==> src/rtl/id_ex_pipe_reg_if.sv <==
// ID/EX pipeline register: shared types and the decode/execute bus interface.
// Optional feature macro: ID_EX_BUBBLE_CNT_EN (adds bubble_cnt_o to the bus).
package id_ex_pkg;
  typedef enum logic [1:0] {
    NO_WRITEBACK = 2'd0,
    WB_ALU       = 2'd1,
    WB_MEM       = 2'd2,
    WB_PC4       = 2'd3
  } write_back_mux_selector;

  localparam logic [6:0] OPCODE_LOAD   = 7'b0000011;
  localparam logic [6:0] OPCODE_OPIMM  = 7'b0010011;
  localparam logic [6:0] OPCODE_STORE  = 7'b0100011;
  localparam logic [6:0] OPCODE_OP     = 7'b0110011;
  localparam logic [6:0] OPCODE_BRANCH = 7'b1100011;
  localparam logic [6:0] OPCODE_JALR   = 7'b1100111;
endpackage

interface id_ex_pipe_reg_if #(parameter int DATA_W = 32);
  import id_ex_pkg::*;

  logic                   if_id_valid_i;
  logic [6:0]             if_id_opcode_i;
  logic [4:0]             if_id_rs1_i;
  logic [4:0]             if_id_rs2_i;
  logic [4:0]             if_id_rd_i;
  write_back_mux_selector if_id_wb_mux_i;
  logic [DATA_W-1:0]      if_id_rs1_data_i;
  logic [DATA_W-1:0]      if_id_rs2_data_i;
  logic [DATA_W-1:0]      if_id_imm_i;
  logic                   branch_flush_i;

  logic                   id_ex_valid_o;
  logic [6:0]             id_ex_opcode_o;
  logic [4:0]             id_ex_rs1_o;
  logic [4:0]             id_ex_rs2_o;
  logic [4:0]             id_ex_rd_o;
  write_back_mux_selector id_ex_wb_mux_o;
  logic [DATA_W-1:0]      id_ex_rs1_data_o;
  logic [DATA_W-1:0]      id_ex_rs2_data_o;
  logic [DATA_W-1:0]      id_ex_imm_o;
  logic                   stall_o;
`ifdef ID_EX_BUBBLE_CNT_EN
  logic [31:0]            bubble_cnt_o;
`endif

  // Decode stage / testbench side: drives IF/ID fields, observes ID/EX fields.
  modport master (
    output if_id_valid_i, if_id_opcode_i, if_id_rs1_i, if_id_rs2_i, if_id_rd_i,
           if_id_wb_mux_i, if_id_rs1_data_i, if_id_rs2_data_i, if_id_imm_i,
           branch_flush_i,
    input  id_ex_valid_o, id_ex_opcode_o, id_ex_rs1_o, id_ex_rs2_o, id_ex_rd_o,
           id_ex_wb_mux_o, id_ex_rs1_data_o, id_ex_rs2_data_o, id_ex_imm_o,
`ifdef ID_EX_BUBBLE_CNT_EN
           bubble_cnt_o,
`endif
           stall_o
  );

  // Pipeline register side.
  modport slave (
    input  if_id_valid_i, if_id_opcode_i, if_id_rs1_i, if_id_rs2_i, if_id_rd_i,
           if_id_wb_mux_i, if_id_rs1_data_i, if_id_rs2_data_i, if_id_imm_i,
           branch_flush_i,
    output id_ex_valid_o, id_ex_opcode_o, id_ex_rs1_o, id_ex_rs2_o, id_ex_rd_o,
           id_ex_wb_mux_o, id_ex_rs1_data_o, id_ex_rs2_data_o, id_ex_imm_o,
`ifdef ID_EX_BUBBLE_CNT_EN
           bubble_cnt_o,
`endif
           stall_o
  );
endinterface

==> src/rtl/id_ex_pipe_reg.sv <==
// ID/EX pipeline register with load-use hazard detection.
// A load in EX whose destination is read by the decode-stage instruction
// raises stall_o for one cycle and inserts a bubble; a branch flush squashes
// the decode-stage instruction. Macro ID_EX_BUBBLE_CNT_EN adds a saturating
// count of load-use bubbles on bubble_cnt_o.
module id_ex_pipe_reg
  import id_ex_pkg::*;
#(
  parameter int DATA_W = 32
) (
  input  logic               clk,
  input  logic               reset,
  id_ex_pipe_reg_if.slave    bus
);

  typedef struct packed {
    logic                   valid;
    logic [6:0]             opcode;
    logic [4:0]             rs1;
    logic [4:0]             rs2;
    logic [4:0]             rd;
    write_back_mux_selector wb_mux;
    logic [DATA_W-1:0]      rs1_data;
    logic [DATA_W-1:0]      rs2_data;
    logic [DATA_W-1:0]      imm;
  } id_ex_t;

  localparam id_ex_t BUBBLE = '{
    valid:    1'b0,
    opcode:   7'd0,
    rs1:      5'd0,
    rs2:      5'd0,
    rd:       5'd0,
    wb_mux:   NO_WRITEBACK,
    rs1_data: {DATA_W{1'b0}},
    rs2_data: {DATA_W{1'b0}},
    imm:      {DATA_W{1'b0}}
  };

  id_ex_t r_stage;
  id_ex_t w_next;
  logic   w_rs1_used;
  logic   w_rs2_used;
  logic   w_stall;

  // Decode which source registers the decode-stage opcode actually reads.
  always_comb begin
    w_rs1_used = 1'b0;
    w_rs2_used = 1'b0;
    case (bus.if_id_opcode_i)
      OPCODE_OP:     begin w_rs1_used = 1'b1; w_rs2_used = 1'b1; end
      OPCODE_STORE:  begin w_rs1_used = 1'b1; w_rs2_used = 1'b1; end
      OPCODE_BRANCH: begin w_rs1_used = 1'b1; w_rs2_used = 1'b1; end
      OPCODE_OPIMM:  begin w_rs1_used = 1'b1; w_rs2_used = 1'b0; end
      OPCODE_LOAD:   begin w_rs1_used = 1'b1; w_rs2_used = 1'b0; end
      OPCODE_JALR:   begin w_rs1_used = 1'b1; w_rs2_used = 1'b0; end
      default:       begin w_rs1_used = 1'b0; w_rs2_used = 1'b0; end
    endcase
  end

  // Load-use hazard: suppressed during reset and flush so a squashed
  // instruction never holds the front end.
  assign w_stall = !reset && !bus.branch_flush_i &&
                   r_stage.valid && (r_stage.opcode == OPCODE_LOAD) &&
                   (r_stage.rd != 5'd0) && bus.if_id_valid_i &&
                   ((w_rs1_used && (bus.if_id_rs1_i == r_stage.rd)) ||
                    (w_rs2_used && (bus.if_id_rs2_i == r_stage.rd)));

  // Next ID/EX contents: bubble on flush or stall, otherwise capture decode.
  always_comb begin
    w_next = BUBBLE;
    if (bus.branch_flush_i || w_stall) begin
      w_next = BUBBLE;
    end else begin
      w_next.valid    = bus.if_id_valid_i;
      w_next.opcode   = bus.if_id_opcode_i;
      w_next.rs1      = bus.if_id_rs1_i;
      w_next.rs2      = bus.if_id_rs2_i;
      w_next.rs1_data = bus.if_id_rs1_data_i;
      w_next.rs2_data = bus.if_id_rs2_data_i;
      w_next.imm      = bus.if_id_imm_i;
      if (bus.if_id_valid_i) begin
        w_next.rd     = bus.if_id_rd_i;
        w_next.wb_mux = bus.if_id_wb_mux_i;
      end else begin
        // Invalid slots must never write back or look like a load producer.
        w_next.rd     = 5'd0;
        w_next.wb_mux = NO_WRITEBACK;
      end
    end
  end

  // ID/EX register; reset overrides everything including a pending stall.
  always_ff @(posedge clk) begin
    if (reset) begin
      r_stage <= BUBBLE;
    end else begin
      r_stage <= w_next;
    end
  end

  assign bus.id_ex_valid_o    = r_stage.valid;
  assign bus.id_ex_opcode_o   = r_stage.opcode;
  assign bus.id_ex_rs1_o      = r_stage.rs1;
  assign bus.id_ex_rs2_o      = r_stage.rs2;
  assign bus.id_ex_rd_o       = r_stage.rd;
  assign bus.id_ex_wb_mux_o   = r_stage.wb_mux;
  assign bus.id_ex_rs1_data_o = r_stage.rs1_data;
  assign bus.id_ex_rs2_data_o = r_stage.rs2_data;
  assign bus.id_ex_imm_o      = r_stage.imm;
  assign bus.stall_o          = w_stall;

`ifdef ID_EX_BUBBLE_CNT_EN
  logic [31:0] r_bubble_cnt;

  // Count load-use bubbles only (w_stall already excludes flush), saturating.
  always_ff @(posedge clk) begin
    if (reset) begin
      r_bubble_cnt <= 32'd0;
    end else if (w_stall && (r_bubble_cnt != 32'hFFFF_FFFF)) begin
      r_bubble_cnt <= r_bubble_cnt + 32'd1;
    end else begin
      r_bubble_cnt <= r_bubble_cnt;
    end
  end

  assign bus.bubble_cnt_o = r_bubble_cnt;
`endif

endmodule

==> src/flat_wrapper.sv <==
// flat-port wrapper written by rule: the top's interface ports become plain ports
module id_ex_pipe_reg_flat import id_ex_pkg::*;
#(
  parameter int DATA_W = 32
)
  (clk, reset, bus_if_id_valid_i, bus_if_id_opcode_i, bus_if_id_rs1_i, bus_if_id_rs2_i, bus_if_id_rd_i, bus_if_id_wb_mux_i, bus_if_id_rs1_data_i, bus_if_id_rs2_data_i, bus_if_id_imm_i, bus_branch_flush_i, bus_id_ex_valid_o, bus_id_ex_opcode_o, bus_id_ex_rs1_o, bus_id_ex_rs2_o, bus_id_ex_rd_o, bus_id_ex_wb_mux_o, bus_id_ex_rs1_data_o, bus_id_ex_rs2_data_o, bus_id_ex_imm_o, bus_stall_o);
  id_ex_pipe_reg_if #(.DATA_W(DATA_W)) bus_i ();
  input  logic clk;
  input  logic reset;
  input wire logic [$bits(bus_i.if_id_valid_i)-1:0] bus_if_id_valid_i;
  input wire logic [$bits(bus_i.if_id_opcode_i)-1:0] bus_if_id_opcode_i;
  input wire logic [$bits(bus_i.if_id_rs1_i)-1:0] bus_if_id_rs1_i;
  input wire logic [$bits(bus_i.if_id_rs2_i)-1:0] bus_if_id_rs2_i;
  input wire logic [$bits(bus_i.if_id_rd_i)-1:0] bus_if_id_rd_i;
  input wire logic [$bits(bus_i.if_id_wb_mux_i)-1:0] bus_if_id_wb_mux_i;
  input wire logic [$bits(bus_i.if_id_rs1_data_i)-1:0] bus_if_id_rs1_data_i;
  input wire logic [$bits(bus_i.if_id_rs2_data_i)-1:0] bus_if_id_rs2_data_i;
  input wire logic [$bits(bus_i.if_id_imm_i)-1:0] bus_if_id_imm_i;
  input wire logic [$bits(bus_i.branch_flush_i)-1:0] bus_branch_flush_i;
  output wire logic [$bits(bus_i.id_ex_valid_o)-1:0] bus_id_ex_valid_o;
  output wire logic [$bits(bus_i.id_ex_opcode_o)-1:0] bus_id_ex_opcode_o;
  output wire logic [$bits(bus_i.id_ex_rs1_o)-1:0] bus_id_ex_rs1_o;
  output wire logic [$bits(bus_i.id_ex_rs2_o)-1:0] bus_id_ex_rs2_o;
  output wire logic [$bits(bus_i.id_ex_rd_o)-1:0] bus_id_ex_rd_o;
  output wire logic [$bits(bus_i.id_ex_wb_mux_o)-1:0] bus_id_ex_wb_mux_o;
  output wire logic [$bits(bus_i.id_ex_rs1_data_o)-1:0] bus_id_ex_rs1_data_o;
  output wire logic [$bits(bus_i.id_ex_rs2_data_o)-1:0] bus_id_ex_rs2_data_o;
  output wire logic [$bits(bus_i.id_ex_imm_o)-1:0] bus_id_ex_imm_o;
  output wire logic [$bits(bus_i.stall_o)-1:0] bus_stall_o;
  assign bus_i.if_id_valid_i = bus_if_id_valid_i;
  assign bus_i.if_id_opcode_i = bus_if_id_opcode_i;
  assign bus_i.if_id_rs1_i = bus_if_id_rs1_i;
  assign bus_i.if_id_rs2_i = bus_if_id_rs2_i;
  assign bus_i.if_id_rd_i = bus_if_id_rd_i;
  assign bus_i.if_id_wb_mux_i = bus_if_id_wb_mux_i;
  assign bus_i.if_id_rs1_data_i = bus_if_id_rs1_data_i;
  assign bus_i.if_id_rs2_data_i = bus_if_id_rs2_data_i;
  assign bus_i.if_id_imm_i = bus_if_id_imm_i;
  assign bus_i.branch_flush_i = bus_branch_flush_i;
  assign bus_id_ex_valid_o = bus_i.id_ex_valid_o;
  assign bus_id_ex_opcode_o = bus_i.id_ex_opcode_o;
  assign bus_id_ex_rs1_o = bus_i.id_ex_rs1_o;
  assign bus_id_ex_rs2_o = bus_i.id_ex_rs2_o;
  assign bus_id_ex_rd_o = bus_i.id_ex_rd_o;
  assign bus_id_ex_wb_mux_o = bus_i.id_ex_wb_mux_o;
  assign bus_id_ex_rs1_data_o = bus_i.id_ex_rs1_data_o;
  assign bus_id_ex_rs2_data_o = bus_i.id_ex_rs2_data_o;
  assign bus_id_ex_imm_o = bus_i.id_ex_imm_o;
  assign bus_stall_o = bus_i.stall_o;
  id_ex_pipe_reg #(.DATA_W(DATA_W)) u_core (.clk(clk), .reset(reset), .bus(bus_i));
endmodule
==> config.mk <==
export PLATFORM = sky130hd
export DESIGN_NAME = id_ex_pipe_reg_flat
export DESIGN_NICKNAME = d
export VERILOG_FILES = /design/src/rtl/id_ex_pipe_reg_if.sv /design/src/rtl/id_ex_pipe_reg.sv /design/src/flat_wrapper.sv
export SDC_FILE = /design/constraint.sdc
export NUM_CORES = 1
export LEC_CHECK = 0
export BUFFER_PORTS_ARGS = -buffer_cell sky130_fd_sc_hd__buf_2
export CAP_MARGIN = 25
export CORE_MARGIN = 4
export CORE_UTILIZATION = 44
export CTS_CLUSTER_DIAMETER = 100
export DETAILED_ROUTE_END_ITERATION = 8
export PLACE_DENSITY = 0.84
export SETUP_SLACK_MARGIN = 0.4
export SLEW_MARGIN = 40
export SYNTH_ARGS = -nofsm -noshare
export SYNTH_HDL_FRONTEND = slang
export SYNTH_SLANG_ARGS = --single-unit
==> constraint.sdc <==
create_clock -name clk -period 5.7 [get_ports clk]
set_input_delay 0.855 -clock clk [delete_from_list [all_inputs] [get_ports clk]]
set_output_delay 0.855 -clock clk [all_outputs]
set_load 0.1 [all_outputs]
Word-level counts from Yosys, hierarchy flattened
Index checks and enable logic that the tools add are counted.
Word-level totals
  bits in registers: 121
  input bits: 124
  output and inout bits: 122
  word-level logic and storage cells: 38
Cells by class
  equality and inequality tests: 9
  muxes and demuxes: 2
  bitwise operators: 1
  reductions and logical operators: 17
Operator list (count)
  $eq A7 B2 Y1 const B: 2
  $eq A7 B6 Y1 const B: 2
  $eq A7 B7 Y1 const B: 2
  $eq A5 B5 Y1: 2
  $logic_and A1 B1 Y1: 8
  $eq A7 B5 Y1 const B: 1
  $reduce_or A3 Y1: 2
  $reduce_or A6 Y1: 1
  $reduce_bool A5 Y1: 1
  $logic_not A1 Y1: 2
  $logic_or A1 B1 Y1: 2
  $mux W1: 2
  $reduce_or A2 Y1: 1
  $not A1 Y1: 1

Depth between registers and ports, before layout
  depth after elaboration: 9
  gate-level depth with buffers: 7
  depth with buffers taken out: 5

Least setup slack after synthesis
OpenSTA, ideal clock, no wires.
  path type: input-to-output
  start: in bus_if_id_opcode_i[3]
  end: out bus_stall_o
  arrival time: 2.506 ns
  data required time: 4.845 ns
  setup slack: 2.339 ns
  stages on the path: 5
  path buffers: 1
  path through: nand3b_1 a2111oi_0 nand4_1 a2111oi_2 buf_2
Between the ends
  word-level cells in the longest chain between the ends: 6
  elaborated cells between the ends (all ways): 14
  those cells by class: eq/ne: 6; mux: 2; reduce/logical: 6
RTL lines
  from (decl): line flat_wrapper.sv:11  | input wire logic [$bits(bus_i.if_id_opcode_i)-1:0] bus_if_id_opcode_i;
  $eq A7 B5 Y1 (tied with other cells): line id_ex_pipe_reg.sv:50  | case (bus.if_id_opcode_i)
  $reduce_or A6 Y1 (no line) / $reduce_or A3 Y1 (equally long branches)
  $mux W1: line id_ex_pipe_reg.sv:50
  $logic_and A1 B1 Y1, on equally long branches: line id_ex_pipe_reg.sv:66, id_ex_pipe_reg.sv:67
  $logic_or A1 B1 Y1 (*): line id_ex_pipe_reg.sv:66  | ((w_rs1_used && (bus.if_id_rs1_i == r_stage.rd)) ||
  $logic_and A1 B1 Y1 (*): line id_ex_pipe_reg.sv:65  | (r_stage.rd != 5'd0) && bus.if_id_valid_i &&
  to (decl): line flat_wrapper.sv:29  | output wire logic [$bits(bus_i.stall_o)-1:0] bus_stall_o;
Every way passes the cells marked *; elsewhere a longest branch is shown, timed or not.

Worst setup path in the final report
Ends and elaborated chain as after synthesis.

==> run summary <==
Hold Crit Class: in2reg
drt wl/cell: 13.25 um
Yosys cell types: 23
Rows: 33
Top FF cell, synth: dfxtp_1
Post-synth top cells: 121 x dfxtp_1, 113 x nor2_1, 112 x nand2_1
sw frac: 0.2968
core footprint: 0.008175 sq mm
DR iter-0 viols: 101
first drt pass iteration count: 4
# resized after CTS: 0
first-pass GRT wire length: 15530 um
Antenna Nets Post-Route: 0
Finished Layout Cells: 764
mapped cell area: 0.003696 sq mm
Logic pwr share: 0.165
Worst setup startpoint: bus_if_id_opcode_i[3]
Rel. slew slack: 0.4752
RR Endpoint: u_core.bus.id_ex_rs2_data_o[25]$_SDFF_PP0_
Post-CTS Hold Buffers: 0
root buffer cell: clkbuf_8
maximum clock rate: 0.2861 GHz
period utilization: 0.6131
top post-synthesis cells by area: dfxtp_1 66%, nor2_1 11%, nand2_1 11%, buf_6 2.7%, nor3b_1 1.4%
Final Hold Fails: 0
die height: 99.65 um
worst reg-to-reg path cell count: 7
die area: 0.009930 sq mm
Port Buffer Count: 245
Synth Instances: 405
initial core utilization: 0.4521
Sw Pwr: 0.0006708 W
Syn Nets: 529
Vias/cell: 4.517
fillcell total: 658
clk_lat worst skew: 500 ps
number of global-route vias before repair: 3378
Hold Crit Start: bus_if_id_rs1_data_i[21]
Post-DP Area: 0.004931 sq mm
max cap viols: 0
Setup Buffers After CTS: 0
CTS tree: done
Final Max Tran Viols: 0
setup TNS: 0 ps
crit path kind: in2out
diode count: 0
global placement routability congestion: 0.8124
layout cell share with drive strength beyond 1: 0.4249
setup violators final: 0
drt drc: 0
Inst Count DP: 733
TritonCTS buffer count: 17
internal power: 0.001590 W
yosys warns: 0
Vias: 3451
PD cells: 411.0 mW/mm^2
hold path depth: 3
maximum VDD drop: 0.2034 mV
RSZ-0062 raised after global routing: false
register area share after synthesis: 0.6554
sequential fraction of design power: 0.393
r2r setup slk: 2960 ps
ys async rst share: 0
top-count cell post-synth: dfxtp_1
CP max FO: 2
num ports: 246
worst-margin pin slew: 787.2 ps
total track usage: 0.2006
area delta synth->final: 48.82%
start of the worst register-to-register path: u_core.bus.id_ex_rd_o[3]$_SDFF_PP0_
Mapped Avg Cell Area: 9.126 sq um
min cycle time layout: 3495 ps
flops & latches, synth: 121
largest net degree at the start of global routing: 114
Critical Path AT: 2640 ps
status: finished, final reports clean
final WL: 10130 um
Yosys top cell by area: dfxtp_1
Worst-path clk slew: 60 ps
worst clock skew: 9.399 ps
initial antenna violation count: 0
NumNets Final: 771
CTS Sinks: 121
Lkg Pwr: 3.036 nW
WHS Endpoint: u_core.bus.id_ex_rs1_data_o[21]$_SDFF_PP0_
Finished Cell Area: 0.005500 sq mm
DIE WIDTH: 99.65 um
Max clock buf depth: 2
H-tree level count: 4
clock network power share: 0.442
Worst setup SP type: input pin
grt total ovfl: 0
Final HPWL DP: 7453 um
Yosys top cell area share: 0.6554
EDFF count, synth: 0
critical path required time: 4850 ps
Critical Path Sink Type: output port
==> registers in the layout (all words and copies together) (netlist names) <==
name                         cells
u_core.bus.id_ex_rs2_data_o     32
u_core.bus.id_ex_rs1_data_o     32
u_core.bus.id_ex_opcode_o        7
u_core.bus.id_ex_wb_mux_o        2
u_core.bus.id_ex_valid_o         1
u_core.bus.id_ex_imm_o          32
u_core.bus.id_ex_rd_o            5
u_core.bus.id_ex_rs2_o           5
u_core.bus.id_ex_rs1_o           5
==> critical path: stages <==
cell,delay [ps]
buf_2,100
nand3b_1,160
a2111oi_0,400
nand4_1,210
a2111oi_4,390
buf_2,530
==> routing by layer <==
metal / GRT usage / up-vias / part of all wire
met2: 0.3569 / 168 / 0.52
met3: 0.09467 / 16 / 0.10
met1: 0.2023 / 1545 / 0.36
met5: 0 / - / 0
li1: - / 1722 / -
met4: 0.07878 / 0 / 0.018
==> worst max path at each step <==
| stage | endpoint | slack, ps | depth (start not counted) |
|---|---|---|---|
| final | bus_stall_o | 2210 | 6 |
| after global routing | bus_stall_o | 1990 | 6 |
| after CTS | bus_stall_o | 2180 | 6 |
| after detailed placement | u_core.bus.id_ex_rs2_data_o[25]$_SDFF_PP0_ | 2130 | 8 |
| after global placement | u_core.bus.id_ex_rs2_data_o[5]$_SDFF_PP0_ | 2220 | 8 |
| after floorplan | bus_stall_o | 2340 | 5 |
==> layout make-up <==
class                           count  area [sq um]  area share
Clock buffer                       20         445.4     0.08098
Multi-Input combinational cell    258          1121      0.2038
Clock inverter                     11         123.9     0.02252
Timing Repair Buffer              248          1252      0.2277
Inverter                            1         3.754   0.0006824
Sequential cell                   121          2422      0.4404
Tap cell                          105         131.4     0.02389
==> metrics by stage <==
stage	power (W)	worst slack, ps	hold WS, ps	utilization
after floorplan	0.001192	2339	932.0	-
after global placement	0.001277	2222	916.2	0.6027
after detailed placement	0.001280	2125	912.1	0.6032
after CTS	0.002282	2175	541.3	0.6728
after global routing	0.002345	1995	543.2	0.6728
final	0.002261	2205	568.7	0.6728
==> cells in the final DEF (no fill, tap or decap), types with 3 or more instances in the layout <==
cell / Yosys / routed
buf_2: 3 / 245
clkbuf_16: 0 / 16
xor2_1: 6 / 6
xnor2_1: 4 / 4
clkbuf_8: 0 / 3
dfxtp_1: 121 / 121
nor2_1: 113 / 112
clkinvlp_4: 0 / 3
clkinv_4: 0 / 3
nand2_1: 112 / 112
clkinv_2: 0 / 3
nor3b_1: 7 / 7
==> power by group through the flow <==
stage                     clock network, W  logic [W]  registers, W
final                             0.000999   0.000372      0.000889
after global routing               0.00106   0.000389      0.000892
after CTS                          0.00102   0.000374      0.000889
after detailed placement                 0   0.000373      0.000907
after global placement                   0   0.000370      0.000907
after floorplan                          0  0.0000401       0.00115
==> cell families (layout without fill, tap and decap cells) <==
logic type | count (synthesis) | count (layout) | synth area share
flops | 121 | 121 | 0.6554
simple gates | 244 | 244 | 0.2651
xor+xnor | 10 | 10 | 0.02370
buf+inv | 26 | 280 | 0.04671
compound gates | 4 | 4 | 0.009139
No activity file was read; power rests on OpenSTA's default activity.
